--- config.mk ---
export PLATFORM = sky130hd
export DESIGN_NAME = serdes_tx_serializer
export DESIGN_NICKNAME = d
export VERILOG_FILES = /design/src/rtl/serdes_tx_pkg.sv /design/src/rtl/serdes_tx_serializer_prbs7_gen.sv /design/src/rtl/serdes_tx_serializer.sv
export SDC_FILE = /design/constraint.sdc
export NUM_CORES = 1
export LEC_CHECK = 0
export CAP_MARGIN = 0
export CORE_MARGIN = 8
export CORE_UTILIZATION = 30
export DETAILED_ROUTE_END_ITERATION = 8
export SYNTH_ARGS = -nofsm -noshare
export SYNTH_HDL_FRONTEND = slang
export SYNTH_SLANG_ARGS = --single-unit
--- constraint.sdc ---
create_clock -name data_clock -period 2.3 [get_ports data_clock]
set_input_delay 0.46 -clock data_clock [delete_from_list [all_inputs] [get_ports data_clock]]
set_output_delay 0.46 -clock data_clock [all_outputs]
set_load 0.05 [all_outputs]
--- src/rtl/serdes_tx_pkg.sv ---
// serdes_tx_pkg: shared types and constants for the TX serializer and its PRBS7 source.
package serdes_tx_pkg;

   typedef enum logic [1:0] {
      ST_TRAIN = 2'b00,
      ST_IDLE  = 2'b01,
      ST_DATA  = 2'b10,
      ST_PRBS  = 2'b11
   } tx_state_e;

   localparam logic [9:0]  K28_5_RDM     = 10'b0011111010;
   // Alternating 1010... with bit 0 = 1; the top slices off WIDTH bits.
   localparam logic [31:0] TRAIN_PATTERN = 32'h5555_5555;
   localparam logic [6:0]  PRBS7_SEED    = 7'h7F;
   localparam logic [6:0]  PRBS7_TAPS    = 7'b110_0000;

   function automatic logic prbs7_feedback(input logic [6:0] state);
      return ^(state & PRBS7_TAPS);
   endfunction

endpackage

--- src/rtl/serdes_tx_serializer_prbs7_gen.sv ---
// prbs7_gen: x^7+x^6+1 LFSR; prbs_bit is the LFSR MSB. Present only when TX_PRBS_EN is defined.
`ifdef TX_PRBS_EN
module prbs7_gen
   import serdes_tx_pkg::*;
(
   input  logic clk,
   input  logic rst_n,
   input  logic enable,
   input  logic reseed,
   output logic prbs_bit
);

   logic [6:0] lfsr;

   always_ff @(posedge clk or negedge rst_n) begin
      if (!rst_n) begin
         lfsr <= PRBS7_SEED;
      end else if (reseed) begin
         lfsr <= PRBS7_SEED;
      end else if (enable) begin
         lfsr <= {lfsr[5:0], prbs7_feedback(lfsr)};
      end
   end

   assign prbs_bit = lfsr[6];

endmodule
`endif

--- src/rtl/serdes_tx_serializer.sv ---
// serdes_tx_serializer: parallel-to-serial TX with training preamble and IDLE fill;
// defining TX_PRBS_EN adds a PRBS7 test stream selected by prbs_en.
module serdes_tx_serializer
   import serdes_tx_pkg::*;
#(
   parameter int unsigned      WIDTH       = 10,
   parameter int unsigned      TRAIN_WORDS = 16,
   parameter logic [WIDTH-1:0] IDLE_WORD   = K28_5_RDM
) (
   input  logic             data_clock,
   input  logic             Reset,
   input  logic [WIDTH-1:0] tx_data,
   input  logic             tx_valid,
   output logic             tx_ready,
   input  logic             prbs_en,
   output logic             Serial,
   output logic             word_start,
   output logic [1:0]       tx_state
);

   localparam int unsigned      CW         = (WIDTH > 1) ? $clog2(WIDTH) : 1;
   localparam logic [CW-1:0]    LAST_BIT   = CW'(WIDTH - 1);
   localparam logic [7:0]       LAST_TRAIN = 8'(TRAIN_WORDS - 1);
   localparam logic [WIDTH-1:0] TRAIN_WORD = TRAIN_PATTERN[WIDTH-1:0];

   tx_state_e        state, state_nxt;
   logic [CW-1:0]    bit_cnt;
   logic [7:0]       train_cnt, train_cnt_nxt;
   logic [WIDTH-1:0] shreg, word_nxt, hold;
   logic             hold_full, hold_full_nxt, ready_nxt;
   logic             boundary, accept, hold_clear, reseed;
   logic             prbs_go, prbs_bit;

`ifdef TX_PRBS_EN
   assign prbs_go = prbs_en;

   prbs7_gen u_prbs7_gen (
      .clk      (data_clock),
      .rst_n    (Reset),
      .enable   (state == ST_PRBS),
      .reseed   (reseed),
      .prbs_bit (prbs_bit)
   );
`else
   logic unused_prbs;
   assign unused_prbs = prbs_en | reseed;
   assign prbs_go     = 1'b0;
   assign prbs_bit    = 1'b0;
`endif

   always_comb begin
      // NOTE: every signal written here gets a default first, so no path can infer a latch.
      boundary      = (bit_cnt == LAST_BIT);
      accept        = tx_valid && tx_ready;
      state_nxt     = state;
      train_cnt_nxt = train_cnt;
      word_nxt      = shreg >> 1;
      reseed        = 1'b0;
      if (boundary) begin
         word_nxt = IDLE_WORD;
         case (state)
            ST_TRAIN: begin
               if (train_cnt != LAST_TRAIN) begin
                  train_cnt_nxt = train_cnt + 8'd1;
                  word_nxt      = TRAIN_WORD;
               end else begin
                  state_nxt = hold_full ? ST_DATA : ST_IDLE;
               end
            end
            default: begin
               if (prbs_go)        state_nxt = ST_PRBS;
               else if (hold_full) state_nxt = ST_DATA;
               else                state_nxt = ST_IDLE;
            end
         endcase
         if (state_nxt == ST_DATA) word_nxt = hold;
         reseed = (state_nxt == ST_PRBS) && (state != ST_PRBS);
      end
      // A word is only drained into the shift register at a boundary into DATA.
      hold_clear    = boundary && (state_nxt == ST_DATA);
      hold_full_nxt = accept | (hold_full & ~hold_clear);
      ready_nxt     = ((state_nxt == ST_IDLE) || (state_nxt == ST_DATA)) && !hold_full_nxt;
   end

   always_ff @(posedge data_clock or negedge Reset) begin
      if (!Reset) begin
         state      <= ST_TRAIN;
         bit_cnt    <= '0;
         train_cnt  <= '0;
         shreg      <= TRAIN_WORD;
         hold_full  <= 1'b0;
         tx_ready   <= 1'b0;
         Serial     <= 1'b0;
         word_start <= 1'b0;
         tx_state   <= ST_TRAIN;
      end else begin
         // NOTE: non-blocking updates so every flop samples the pre-edge values.
         state      <= state_nxt;
         train_cnt  <= train_cnt_nxt;
         shreg      <= word_nxt;
         bit_cnt    <= boundary ? '0 : bit_cnt + 1'b1;
         hold_full  <= hold_full_nxt;
         tx_ready   <= ready_nxt;
         Serial     <= (state == ST_PRBS) ? prbs_bit : shreg[0];
         word_start <= (bit_cnt == '0) && (state != ST_PRBS);
         tx_state   <= state;
      end
   end

   // NOTE: hold data is not reset; hold_full alone says whether it is meaningful.
   always_ff @(posedge data_clock) begin
      if (accept) hold <= tx_data;
   end

endmodule

==> results of run 1 <==
cell usage after synthesis, types with 2 or more instances:
cell type	count	area share
dfrtp_1	25	0.40
nor2_1	8	0.019
edfxtp_1	10	0.19
dfstp_2	5	0.084
o21ai_0	7	0.022
o32a_1	2	0.013
xnor2_1	5	0.028
nand2_1	11	0.027
buf_2	2	0.0064
inv_1	4	0.0096
a21oi_1	3	0.0096
ha_1	2	0.016
and3_1	4	0.016
nand3_1	10	0.032
xor2_1	3	0.017
sequential cells by signal (all words and copies together) (netlist names):
signal,cells
hold,10
state,2
tx_state,2
hold_full,1
train_cnt,8
shreg,10
tx_ready,1
bit_cnt,4
Serial,1
word_start,1
worst reg2reg max path, cell delays in order (launching register included):
cell     delay [ns]
dfrtp_1        0.44
or4_4          0.59
o21ai_2        0.14
nand2_2        0.10
o21ai_0        0.21
ha_1           0.18
a21oi_1        0.05
or2_2          0.28
nor2_1         0.09
how the worst max path moves through the flow:
stage,from,endpoint,slack (ns),cells after the start
6_report,train_cnt[5],tx_ready,0.17,8
5_1_grt,train_cnt[5],tx_ready,0.02,8
2_1_floorplan,train_cnt[5],tx_ready,0.28,8
3_5_place_dp,train_cnt[5],tx_ready,0.19,8
3_3_place_gp,train_cnt[5],tx_ready,0.20,8
4_1_cts,train_cnt[5],tx_ready,0.15,8
cells by family after synthesis:
| logic type | synth area share |
|---|---|
| fa+ha+maj | 0.0161 |
| buf+inv | 0.0185 |
| compound gates | 0.0795 |
| mux | 0.0233 |
| xor+xnor | 0.0450 |
| simple gates | 0.139 |
| flops | 0.679 |
layer usage:
metal	GRT usage	part of all wire	vias up
li1	-	-	464
met4	0.0323	0.014	0
met3	0.0403	0.064	5
met5	0	0	-
met2	0.124	0.47	24
met1	0.0824	0.45	476
report_power, final:
part	internal [mW]	switching (mW)	leakage, nW	total [mW]
sequential	0.728	0.00161	0.474	0.730
combinational	0.0203	0.0152	0.291	0.0355
clock	0.327	0.257	0.0548	0.583
area by class of cell:
cell class | instances | area [um^2]
Sequential cell | 40 | 1060
Clock inverter | 3 | 46.3
Clock buffer | 5 | 68.8
Tap cell | 70 | 87.6
Fill cell | 516 | 3120
Timing Repair Buffer | 21 | 200
Inverter | 5 | 18.8
Multi-Input combinational cell | 72 | 472
per-stage QoR:
step           std cells  cell area, um^2
5_1_grt              216             1950
6_report             216             1950
3_3_place_gp         208             1840
3_5_place_dp         208             1840
2_1_floorplan        119             1560
4_1_cts              216             1950
layout by cell type (no fill, tap or decap), types with 2 or more instances in the layout:
cell	count
o32a_1	2
nand3_1	10
xor2_1	3
dfstp_2	5
inv_1	4
clkdlybuf4s50_1	17
ha_1	2
o21ai_0	7
nand2_1	11
clkbuf_8	5
and3_1	4
a21oi_1	3
nor2_1	8
buf_4	4
dfrtp_1	25
xnor2_1	5
edfxtp_1	10
==> impl_metrics.csv, run 1 <==
group,metric,value,unit
worst_setup_path,worstPathRequired,2.53,ns
global_route,grt_first_pass_wirelength,4490,um
floorplanning,fp-row-count,26,
power_and_ir_drop,power.total,1.35,mW
timing,slew_headroom,0.663,
placed_design,dp_hpwl,1800,um
hold_path,worstHoldStart,"state[0]",
worst_setup_path,worst_setup_path_end_kind,"flip-flop",
worst_setup_path,startpoint_type,"flip-flop",
cts,cts_buffer_depth,2,
timing,slew_viol_final,0,
synth,ys.flop_type,"dfrtp_1",
synth,synthArstFlopShare,0.750,
detailed_routing,drt_iter0_markers,37,
synth,ys_types,33,
worst_setup_path,cpMaxStageDelayCell,"or4_4",
cts,cts_tree,"yes",
floorplanning,coreArea,5070,um^2
placed_design,place_ws,0.186,ns
floorplanning,dieArea,7750,um^2
cts,cts_resized,0,
synth,yosysSeqAreaShare,0.679,
timing,post-route-min-period,2.13,ns
worst_setup_path,critPathBufInv,0,
placed_design,numPortBuffers,17,
timing,fin_skew,0.00471,ns
cts,cts.clk_slew.worst_paths,0.08,ns
detailed_routing,route.detailed.drc,0,
timing,fin_crit_sh,0.928,
synth,syn-cell-area,1560,um^2
cts,ctsHoldBuffers,0,
hold_path,holdPathEnd,"tx_state[0]",
detailed_routing,drt-total-wl,2620,um
timing,worst_pin_slew,0.504,ns
synth,synth.ff_latch_count,40,
global_route,track_usage,0.0770,
floorplanning,initial_core_util,0.307,
global_route,grt_start_max_net_pins,31,
global_route,grt_overflow,0,
detailed_routing,viasPerCell,4.49,
worst_setup_path,worst-setup-path-type,"reg -> reg",
timing,rsz0062_at_grt,"no",
timing,finalSetupViolations,0,
worst_setup_path,rrSetupSlack,0.17,ns
worst_setup_path,path_delay_family,"simple AND/OR/NAND/NOR gates",
timing,fmax,0.469,GHz
layout,drive_gt1_frac,0.171,
cts,h-tree-depth,2,
timing,setup_tns,0,ns
floorplanning,fp.dieW,88.1,um
detailed_routing,antenna_left,0,
cts,numCtsBuffers,5,
global_route,grt_pass1_vias,1008,
worst_setup_path,crit_fanout,5,
cts,cts.sink_count,40,
synth,avgSynthCellArea,13.1,um^2
worst_setup_path,critPathMaxStageDelay,0.59,ns
worst_setup_path,reg2reg_to,"tx_ready",
worst_setup_path,arrival,2.37,ns
layout,antenna_cells,0,
hold_path,hold_depth,0,
power_and_ir_drop,power.density,691,nW/um^2
job,cap_violations,0,
cts,root_buffer,"clkbuf_8",
cts,post-cts-setup-buffers,0,
timing,hold_viol_final,0,
timing,finalWorstSetupSlack,0.166,ns
detailed_routing,vias,969,
worst_setup_path,r2r_cells,8,
power_and_ir_drop,max-vdd-ir-drop,0.000311,V
worst_setup_path,r2r_start,"train_cnt[5]",
layout,post-route-util,0.384,
global_route,antenna_found_initial,0,
floorplanning,io_pins,19,
synth,synthesis.nets,135,
layout,area_delta_synth_final,25.2,%
detailed_routing,dr.pass1.iters,4,
timing,fin_hold_ws,0.469,ns
hold_path,hold_path.class,"reg -> reg",
placed_design,place.gp.congestion,0.753,
synth,syn_inst,119,
power_and_ir_drop,p_leak,0.819,nW
status,status,"completed",
floorplanning,die_h,88.1,um
layout,nets,161,
detailed_routing,avgRoutedWirePerCell,12.1,um
synth,ys.warnings.count,0,
cts,clock_latency,0.29,ns
worst_setup_path,crit_chain,"or4_4, o21ai_2, nand2_2, o21ai_0, ha_1, a21oi_1, or2_2, nor2_1",
synth,synth_edf_count,10,
Power figures use the tool's default switching activity.
==> run 2, diff against run 1 <==
--- a/config.mk
+++ b/config.mk
@@ -7,8 +7,9 @@
 export LEC_CHECK = 0
 export CAP_MARGIN = 0
 export CORE_MARGIN = 8
-export CORE_UTILIZATION = 30
+export CORE_UTILIZATION = 53
 export DETAILED_ROUTE_END_ITERATION = 8
+export PLACE_DENSITY = 0.85
 export SYNTH_ARGS = -nofsm -noshare
 export SYNTH_HDL_FRONTEND = slang
 export SYNTH_SLANG_ARGS = --single-unit
==> constraint.sdc (replaced) <==
create_clock -name data_clock -period 2.2 [get_ports data_clock]
set_input_delay 0.44 -clock data_clock [delete_from_list [all_inputs] [get_ports data_clock]]
set_output_delay 0.44 -clock data_clock [all_outputs]
set_load 0.05 [all_outputs]
==> run 2 against run 1 <==
- combinational power is 5% higher
- maximum frequency up 3.3%
- die area down 36%
- clock power is 41% lower
- first-iteration DRC count rose by 32%
- critical path depth stayed put
- global-route usage grew 3.3 points
- register-to-register slack got worse by 0.03 ns
- design area shrank 5.4%
- worst setup slack got worse by 0.032 ns
- wire length fell by 8.1%
==> impl_metrics.csv, run 2 (synthesized netlist as in run 1, its figures left out) <==
group,metric,value,unit
timing,fin_crit_sh,0.939,
power_and_ir_drop,power.total,1.15,mW
worst_setup_path,crit_start,"train_cnt[4]",
detailed_routing,dr_wl_met3,197,um
worst_setup_path,r2r_cells,8,
timing,fmax,0.484,GHz
placed_design,place_inst,169,
timing,post-route-min-period,2.07,ns
power_and_ir_drop,clock_power_share,0.301,
global_route,antenna_found_initial,0,
status,status,"completed",
worst_setup_path,worstPathRequired,2.49,ns
detailed_routing,viasPerCell,5.44,
timing,worst_pin_slew,0.503,ns
worst_setup_path,r2r_start,"train_cnt[4]",
layout,final_common_cell,"dfrtp_1",
floorplanning,coreArea,2780,um^2
worst_setup_path,arrival,2.35,ns
placed_design,place_ws,0.0550,ns
cts,clock_latency,0.35,ns
power_and_ir_drop,power.switching,0.245,mW
worst_setup_path,reg2reg_to,"tx_ready",
worst_setup_path,worst_setup_path_end_kind,"flip-flop",
global_route,track_usage,0.110,
detailed_routing,drt-total-wl,2410,um
hold_path,hold_path.class,"in -> async",
timing,hold_viol_final,0,
job,cap_violations,0,
layout,post-route-util,0.664,
placed_design,place.gp.congestion,0.755,
floorplanning,fp.dieW,70.2,um
cts,cts.sink_count,40,
placed_design,dpl_cell_area,1790,um^2
layout,reg.largest.list,"hold x10, shreg x10, train_cnt x8",
global_route,grt_pass1_vias,991,
timing,finalWorstSetupSlack,0.133,ns
timing,setup_tns,0,ns
floorplanning,die_h,70.2,um
detailed_routing,dr_wl_met2,1110,um
floorplanning,dieArea,4930,um^2
layout,drive_gt1_frac,0.170,
power_and_ir_drop,max-vdd-ir-drop,0.000608,V
global_route,grt_start_max_net_pins,31,
detailed_routing,dr.pass1.iters,4,
cts,cts_buffer_depth,2,
layout,n_fill_cell,202,
detailed_routing,route.detailed.drc,0,
global_route,grt_first_pass_wirelength,4420,um
timing,finalSetupViolations,0,
power_and_ir_drop,p_leak,0.803,nW
worst_setup_path,startpoint_type,"flip-flop",
cts,cts.clk_slew.worst_paths,0.11,ns
detailed_routing,vias,969,
layout,nets,162,
detailed_routing,antenna_left,0,
layout,fin_cells,178,
layout,layout_common_cells,"dfrtp_1 (25), clkdlybuf4s50_1 (17), nand2_1 (11)",
global_route,grt_overflow,0,
floorplanning,initial_core_util,0.560,
power_and_ir_drop,swShare,0.214,
layout,final_cell_area,1850,um^2
timing,slew_headroom,0.664,
detailed_routing,drt_iter0_markers,49,
power_and_ir_drop,power.density,620,nW/um^2
power_and_ir_drop,combinationalPowerShare,0.032,
floorplanning,io_pins,19,
detailed_routing,highest_layer,"met4",
cts,numCtsBuffers,5,
placed_design,dp_hpwl,1740,um
power_and_ir_drop,intPower,0.900,mW
timing,fin_hold_ws,0.456,ns
cts,cts_tree,"yes",
cts,ctsHoldBuffers,0,
detailed_routing,drt-met1-wl,1050,um
timing,fin_skew,0.00328,ns
placed_design,numPortBuffers,17,
worst_setup_path,rrSetupSlack,0.13,ns
cts,root_buffer,"clkbuf_4",
timing,slew_viol_final,0,
power_and_ir_drop,pwr-share-seq,0.666,
floorplanning,fp-row-count,19,
worst_setup_path,worst-setup-path-type,"reg -> reg",
detailed_routing,avgRoutedWirePerCell,13.5,um
layout,antenna_cells,0,
timing,rsz0062_at_grt,"no",
worst_setup_path,crit_fanout,4,
layout,area_delta_synth_final,18.5,%
cts,h-tree-depth,2,
==> run 2: cell count changes in the layout (fill, tap and decap cells not counted), sizes merged <==
cell | previous run | this run
buf | 4 | 5
bufinv | 1 | 0
clkinv | 1 | 4
clkinvlp | 1 | 0
inv | 5 | 4
==> run 2: power groups by stage <==
stage	clock (mW)	sequential, mW	combinational, mW
4_1_cts	0.356	0.763	0.0383
3_5_place_dp	0	0.778	0.0382
6_report	0.345	0.763	0.0371
5_1_grt	0.388	0.764	0.0417
2_1_floorplan	0	0.778	0.00434
3_3_place_gp	0	0.778	0.0368
==> run 2: worst max-delay path, stage by stage, from the launching register on <==
cell,delay (ns)
dfrtp_1,0.42
or4_4,0.55
o21ai_2,0.16
nand2_2,0.10
o21ai_1,0.17
ha_1,0.18
a21oi_1,0.05
or2_2,0.28
nor2_1,0.10
==> run 2: metal layers <==
metal | GRT usage | vias up
met5 | 0 | -
met4 | 0.0469 | 0
met3 | 0.0593 | 5
met2 | 0.158 | 33
met1 | 0.133 | 459
li1 | - | 472
==> run 2: cell type report <==
cell class              count  area (um^2)  area share
clock buffers               5         37.5      0.0203
clock inverters             3         13.8     0.00746
inverters                   5         18.8      0.0102
multi-input cells          72          472       0.256
flip-flops and latches     40         1060       0.573
well taps                  31         38.8      0.0210
repair buffers             22          208       0.113
==> run 2: how the worst max path moves through the flow <==
stage / endpoint / slack, ns
4_1_cts: tx_ready / 0.006
5_1_grt: tx_ready / 0.02
3_5_place_dp: tx_ready / 0.05
3_3_place_gp: tx_ready / 0.14
2_1_floorplan: tx_ready / 0.18
6_report: tx_ready / 0.13
==> run 2: repair_timing <==
item | 4_1_cts | 5_1_grt
resized for setup | 0 | 1
setup buffers | 0 | 1
setup endpoints to repair | 0 | 2
==> RTL change 1: new RTL, config.mk and constraints of run 1 <==
`TRAIN_WORDS`: 16 -> 15.
--- a/src/rtl/serdes_tx_serializer.sv
+++ b/src/rtl/serdes_tx_serializer.sv
@@ -6,3 +6,3 @@
    parameter int unsigned      WIDTH       = 10,
-   parameter int unsigned      TRAIN_WORDS = 16,
+   parameter int unsigned      TRAIN_WORDS = 15,
    parameter logic [WIDTH-1:0] IDLE_WORD   = K28_5_RDM
Function: same outputs for any inputs over 10 cycles, from zero or initial values and one cycle with Reset low; that may be too few to reach the edited logic, so the function may still have changed.
==> RTL change 1 against run 1 <==
  * Clock power decreased by 5.0%
  * Highest routed layer unchanged
  * Worst setup slack gained 140 ps
  * Synthesized area up 5.3%
  * Routed wire length is 1.2% higher
  * Design area up 2.6%
  * Total power shrank 2.2%
  * Sequential cell count unchanged
  * Global-route usage decreased by 0.42 points
==> RTL change 1: results (changes against run 1) <==
- Status: completed (unchanged)
- Least-Margin Pin Slew: 506 ps (was 504 ps)
- Final wirelength: 2650 um (was 2620 um)
- Synth cell count leaders: 25 x dfrtp_1, 14 x nand2_1, 10 x edfxtp_1, 8 x nor2_1, 8 x o21ai_0 (was 25 x dfrtp_1, 11 x nand2_1, 10 x edfxtp_1, 10 x nand3_1, 8 x nor2_1)
- FILL cells: 539 (was 516)
- Async S/R FF share, synth: 0.750 (unchanged)
- Number of synthesized flops with an enable pin: 10 (unchanged)
- Clk pwr share: 0.420 (was 0.432)
- WL per Instance: 12.0 um (was 12.1 um)
- Met3 wire length: 139 um (was 168 um)
- Worst-case clock buffer depth: 2 (unchanged)
- Post-synth cell types: 36 (was 33)
- Met3 GRT Util: 0.0341 (was 0.0403)
- Register area share after synthesis: 0.645 (was 0.679)
- Cells after DPL: 213 (was 208)
- Share of layout cells above drive strength 1: 0.168 (was 0.171)
- Met2 Use GR: 0.122 (was 0.124)
- CTS Buf Count: 5 (unchanged)
- Met1 wire length: 1180 um (was 1190 um)
- Worst hold-check path type: flip-flop to flip-flop (unchanged)
- I/O Buffers: 17 (unchanged)
- Syn avg cell area: 13.2 um^2 (was 13.1 um^2)
- Post-DP HPWL: 1990 um (was 1800 um)
- DRT iter0 DRCs: 47 (was 37)
- PD cells: 659 nW/um^2 (was 691 nW/um^2)
- Sw Ratio: 0.188 (was 0.203)
- Critical path data arrival time: 2180 ps (was 2370 ps)
- Largest net degree at the start of global routing: 31 (unchanged)
- Global-route met1 utilization: 0.0772 (was 0.0824)
- Pre-CTS WS: 312 ps (was 186 ps)
- GRT Total Usage: 0.0727 (was 0.0770)
- Leakage: 0.834 nW (was 0.819 nW)
- Worst-skew pair later-pin latency: 290 ps (about the same)
- Antenna cells: 0 (unchanged)
- Vias/cell: 4.35 (was 4.49)
- Net count, final: 165 (was 161)
- Post-DP Area: 1890 um^2 (was 1840 um^2)
- GPL Wtd Cong: 0.755 (was 0.753)
- First-pass GRT wire length: 4800 um (was 4490 um)
- CTS H-tree depth: 2 (unchanged)
- Drt pass-1 iters: 4 (unchanged)
- Biggest regs: hold x10, shreg x10, train_cnt x8 (unchanged)
- Top layer in use: met4 (unchanged)
- Final setup skew: 6.83 ps (was 4.71 ps)
- Synth area leaders: dfrtp_1 38%, edfxtp_1 18%, dfstp_2 8.0% (was dfrtp_1 40%, edfxtp_1 19%, dfstp_2 8.4%)
- Vias in the first global route: 1068 (was 1008)
- Worst-path clk slew: 80 ps (about the same)
- Antenna violations before repair: 0 (unchanged)
- Syn nets: 141 (was 135)
- Peak VDD IR: 0.288 mV (was 0.311 mV)
- Comb power frac: 0.027
- Root buffer cell: clkbuf_8 (unchanged)
- Worst Path Max Fanout: 6 (was 5)
- WL met2: 1330 um (was 1220 um)
- Switch Pwr: 0.000248 W (was 0.000273 W)
- Post-CTS setup buffer count: 0 (unchanged)
- Final Hold Fails: 0 (unchanged)
-- RTL change 1: cell count changes in the layout (fill, tap and decap cells not counted), moves of 2 or more --
| cell | run 1 | this run |
|---|---|---|
| nor3_1 | 1 | 3 |
| or2_1 | 0 | 2 |
| nand2_1 | 11 | 14 |
| and3_1 | 4 | 0 |
| xor2_1 | 3 | 6 |
| nand3_1 | 10 | 6 |
| xnor2_1 | 5 | 1 |
-- RTL change 1: path summary, 6_finish.rpt --
check                             start  endpoint  slack [ps]  cells after the start
min in group asynchronous         Reset  shreg[7]         550                      2
max reg2reg                train_cnt[0]  tx_ready         310                      9
max                        train_cnt[0]  tx_ready         310                      9
max in group asynchronous         Reset  shreg[6]        1440                      2
min reg2reg                    shreg[3]  shreg[2]         460                      2
min                            shreg[3]  shreg[2]         460                      2
-- RTL change 1: worst max-delay path: stages (launching register included) --
cell and delay (ps):
dfrtp_1 450, inv_1 70, ha_1 190, and4b_2 310
o31ai_4 250, o21ai_0 140, ha_1 190, a21oi_1 120
or2_1 130, nor2_1 40
-- RTL change 1: kinds of logic after synthesis --
kind of cell	Yosys count	share of synthesized area
multiplexers	2	0.0130
XOR/XNOR	8	0.0473
AO/OA/AOI/OAI	18	0.0786
adder cells (fa/ha/maj)	3	0.0229
buffers and inverters	9	0.0320
AND/OR/NAND/NOR	44	0.162
flip-flops	40	0.645
-- RTL change 1: final cells by class --
type | instances | share of cell area
clock buffers | 6 | 0.0363
flip-flops and latches | 40 | 0.528
inverters | 6 | 0.0113
clock inverters | 2 | 0.0175
well taps | 72 | 0.0450
multi-input cells | 75 | 0.265
repair buffers | 20 | 0.0963
==> RTL change 2: new RTL, settings of run 1 <==
Made on the original files. `WIDTH`: 10 -> 12.
--- a/src/rtl/serdes_tx_serializer.sv
+++ b/src/rtl/serdes_tx_serializer.sv
@@ -5,3 +5,3 @@
 #(
-   parameter int unsigned      WIDTH       = 10,
+   parameter int unsigned      WIDTH       = 12,
    parameter int unsigned      TRAIN_WORDS = 16,
Ports: changed (resized tx_data); port bits go from 19 to 21. No check against the original RTL was run, so the function may have changed too.
==> RTL change 2 against run 1 <==
  * Synthesized area is 10% higher
  * Cell count grew 4.6%
  * Worst setup slack gained 70 ps
  * Total power fell by 4.2%
  * Clock power decreased by 23%
  * Design area grew 6.8%
  * Sequential cell count rose by 4
  * Routed wire length up 11%
  * Highest routed layer unchanged
==> RTL change 2: results (changes against run 1) <==
- Share of layout cells above drive strength 1: 0.143 (was 0.171)
- Async S/R FF share, synth: 0.727 (was 0.750)
- Synth cell count leaders: 26 x dfrtp_1, 14 x nand2_1, 12 x edfxtp_1, 12 x nand3_1, 10 x nor2_1 (was 25 x dfrtp_1, 11 x nand2_1, 10 x edfxtp_1, 10 x nand3_1, 8 x nor2_1)
- DRT iter0 DRCs: 45 (was 37)
- Max Freq: 0.484 GHz (was 0.469 GHz)
- Hold Path End: shreg[8] (was tx_state[0])
- Sw Ratio: 0.201 (was 0.203)
- Adder-cell share of the synthesized area: 0.0292 (was 0.0161)
- Leakage: 0.910 nW (was 0.819 nW)
- Largest net degree at the start of global routing: 33 (was 31)
- Worst path max stage delay: 420 ps (was 590 ps)
- Clk pwr share: 0.346 (was 0.432)
- Synth area leaders: dfrtp_1 38%, edfxtp_1 21%, dfstp_2 9.2% (was dfrtp_1 40%, edfxtp_1 19%, dfstp_2 8.4%)
- Mux cell area share after synthesis: 0.0219 (was 0.0233)
- Hold path depth: 2 (was 0)
- GRT Total Usage: 0.0787 (was 0.0770)
- Biggest regs: hold x12, shreg x12, train_cnt x8 (was hold x10, shreg x10, train_cnt x8)
- Post-DP HPWL: 2090 um (was 1800 um)
- CP max stage cell: dfrtp_1 (was or4_4)
- GPL Wtd Cong: 0.728 (was 0.753)
- Crit path max-delay family: compound AO/OA/AOI/OAI gates (was simple AND/OR/NAND/NOR gates)
- FF-to-FF Start: train_cnt[0] (was train_cnt[5])
- I/O Buffers: 19 (was 17)
- Number of synthesized flops with an enable pin: 12 (was 10)
- Hold Startpoint: shreg[9] (was state[0])
- Synth Area in Compound Gates: 0.0592 (was 0.0795)
- Post-synth cell types: 31 (was 33)
- Least-Margin Pin Slew: 561 ps (was 504 ps)
- Register area share after synthesis: 0.682 (was 0.679)
- FF-to-FF setup slack: 240 ps (was 170 ps)
- Status: completed (unchanged)
- Total power: 0.00129 W (was 0.00135 W)
- Peak VDD IR: 0.323 mV (was 0.311 mV)
- Syn nets: 148 (was 135)
## RTL change 2: worst register-to-register path: stages (launching register included)
cell	delay, ps
dfrtp_1	420
ha_1	220
and3_1	230
a211oi_2	290
nor2_1	130
a21boi_0	200
ha_1	170
nand2_1	50
a21o_1	180
nor2_1	100
## RTL change 2: layout make-up
class,instances,area (um^2),share of cell area
inverters,3,11.3,0.00541
flip-flops and latches,44,1170,0.561
well taps,72,90.1,0.0432
clock inverters,3,13.8,0.00661
repair buffers,21,205,0.0985
clock buffers,5,68.8,0.0330
multi-input cells,78,526,0.252
## RTL change 2: per-layer routing
layer | global-route usage | up-vias | share of wire
li1 | - | 496 | -
met5 | 0 | - | 0
met4 | 0.0246 | 0 | 0.015
met1 | 0.0910 | 518 | 0.44
met2 | 0.126 | 21 | 0.49
met3 | 0.0370 | 3 | 0.052
## RTL change 2: kinds of logic (layout without fill, tap and decap cells)
| group | after synthesis | after routing |
|---|---|---|
| compound gates | 14 | 14 |
| xor+xnor | 7 | 7 |
| fa+ha+maj | 4 | 4 |
| buf+inv | 6 | 32 |
| flops | 44 | 44 |
| mux | 3 | 3 |
| simple gates | 50 | 50 |
## RTL change 2: per-stage QoR
step                      instances  area (um^2)  hold slack (ps)  setup slack [ps]
after floorplan                 128         1710              164               392
after global routing            226         2080              497              44.3
after detailed placement        218         2000              461               107
final                           226         2080              467               236
after CTS                       226         2080              474              83.2
after global placement          218         2000              453               181
## RTL change 2: what timing repair did
| item | CTS | global route |
|---|---|---|
| buffers inserted | 0 | 0 |
| resized for setup | 0 | 1 |
| hold buffers | 0 | 0 |
| setup endpoints to repair | 0 | 2 |
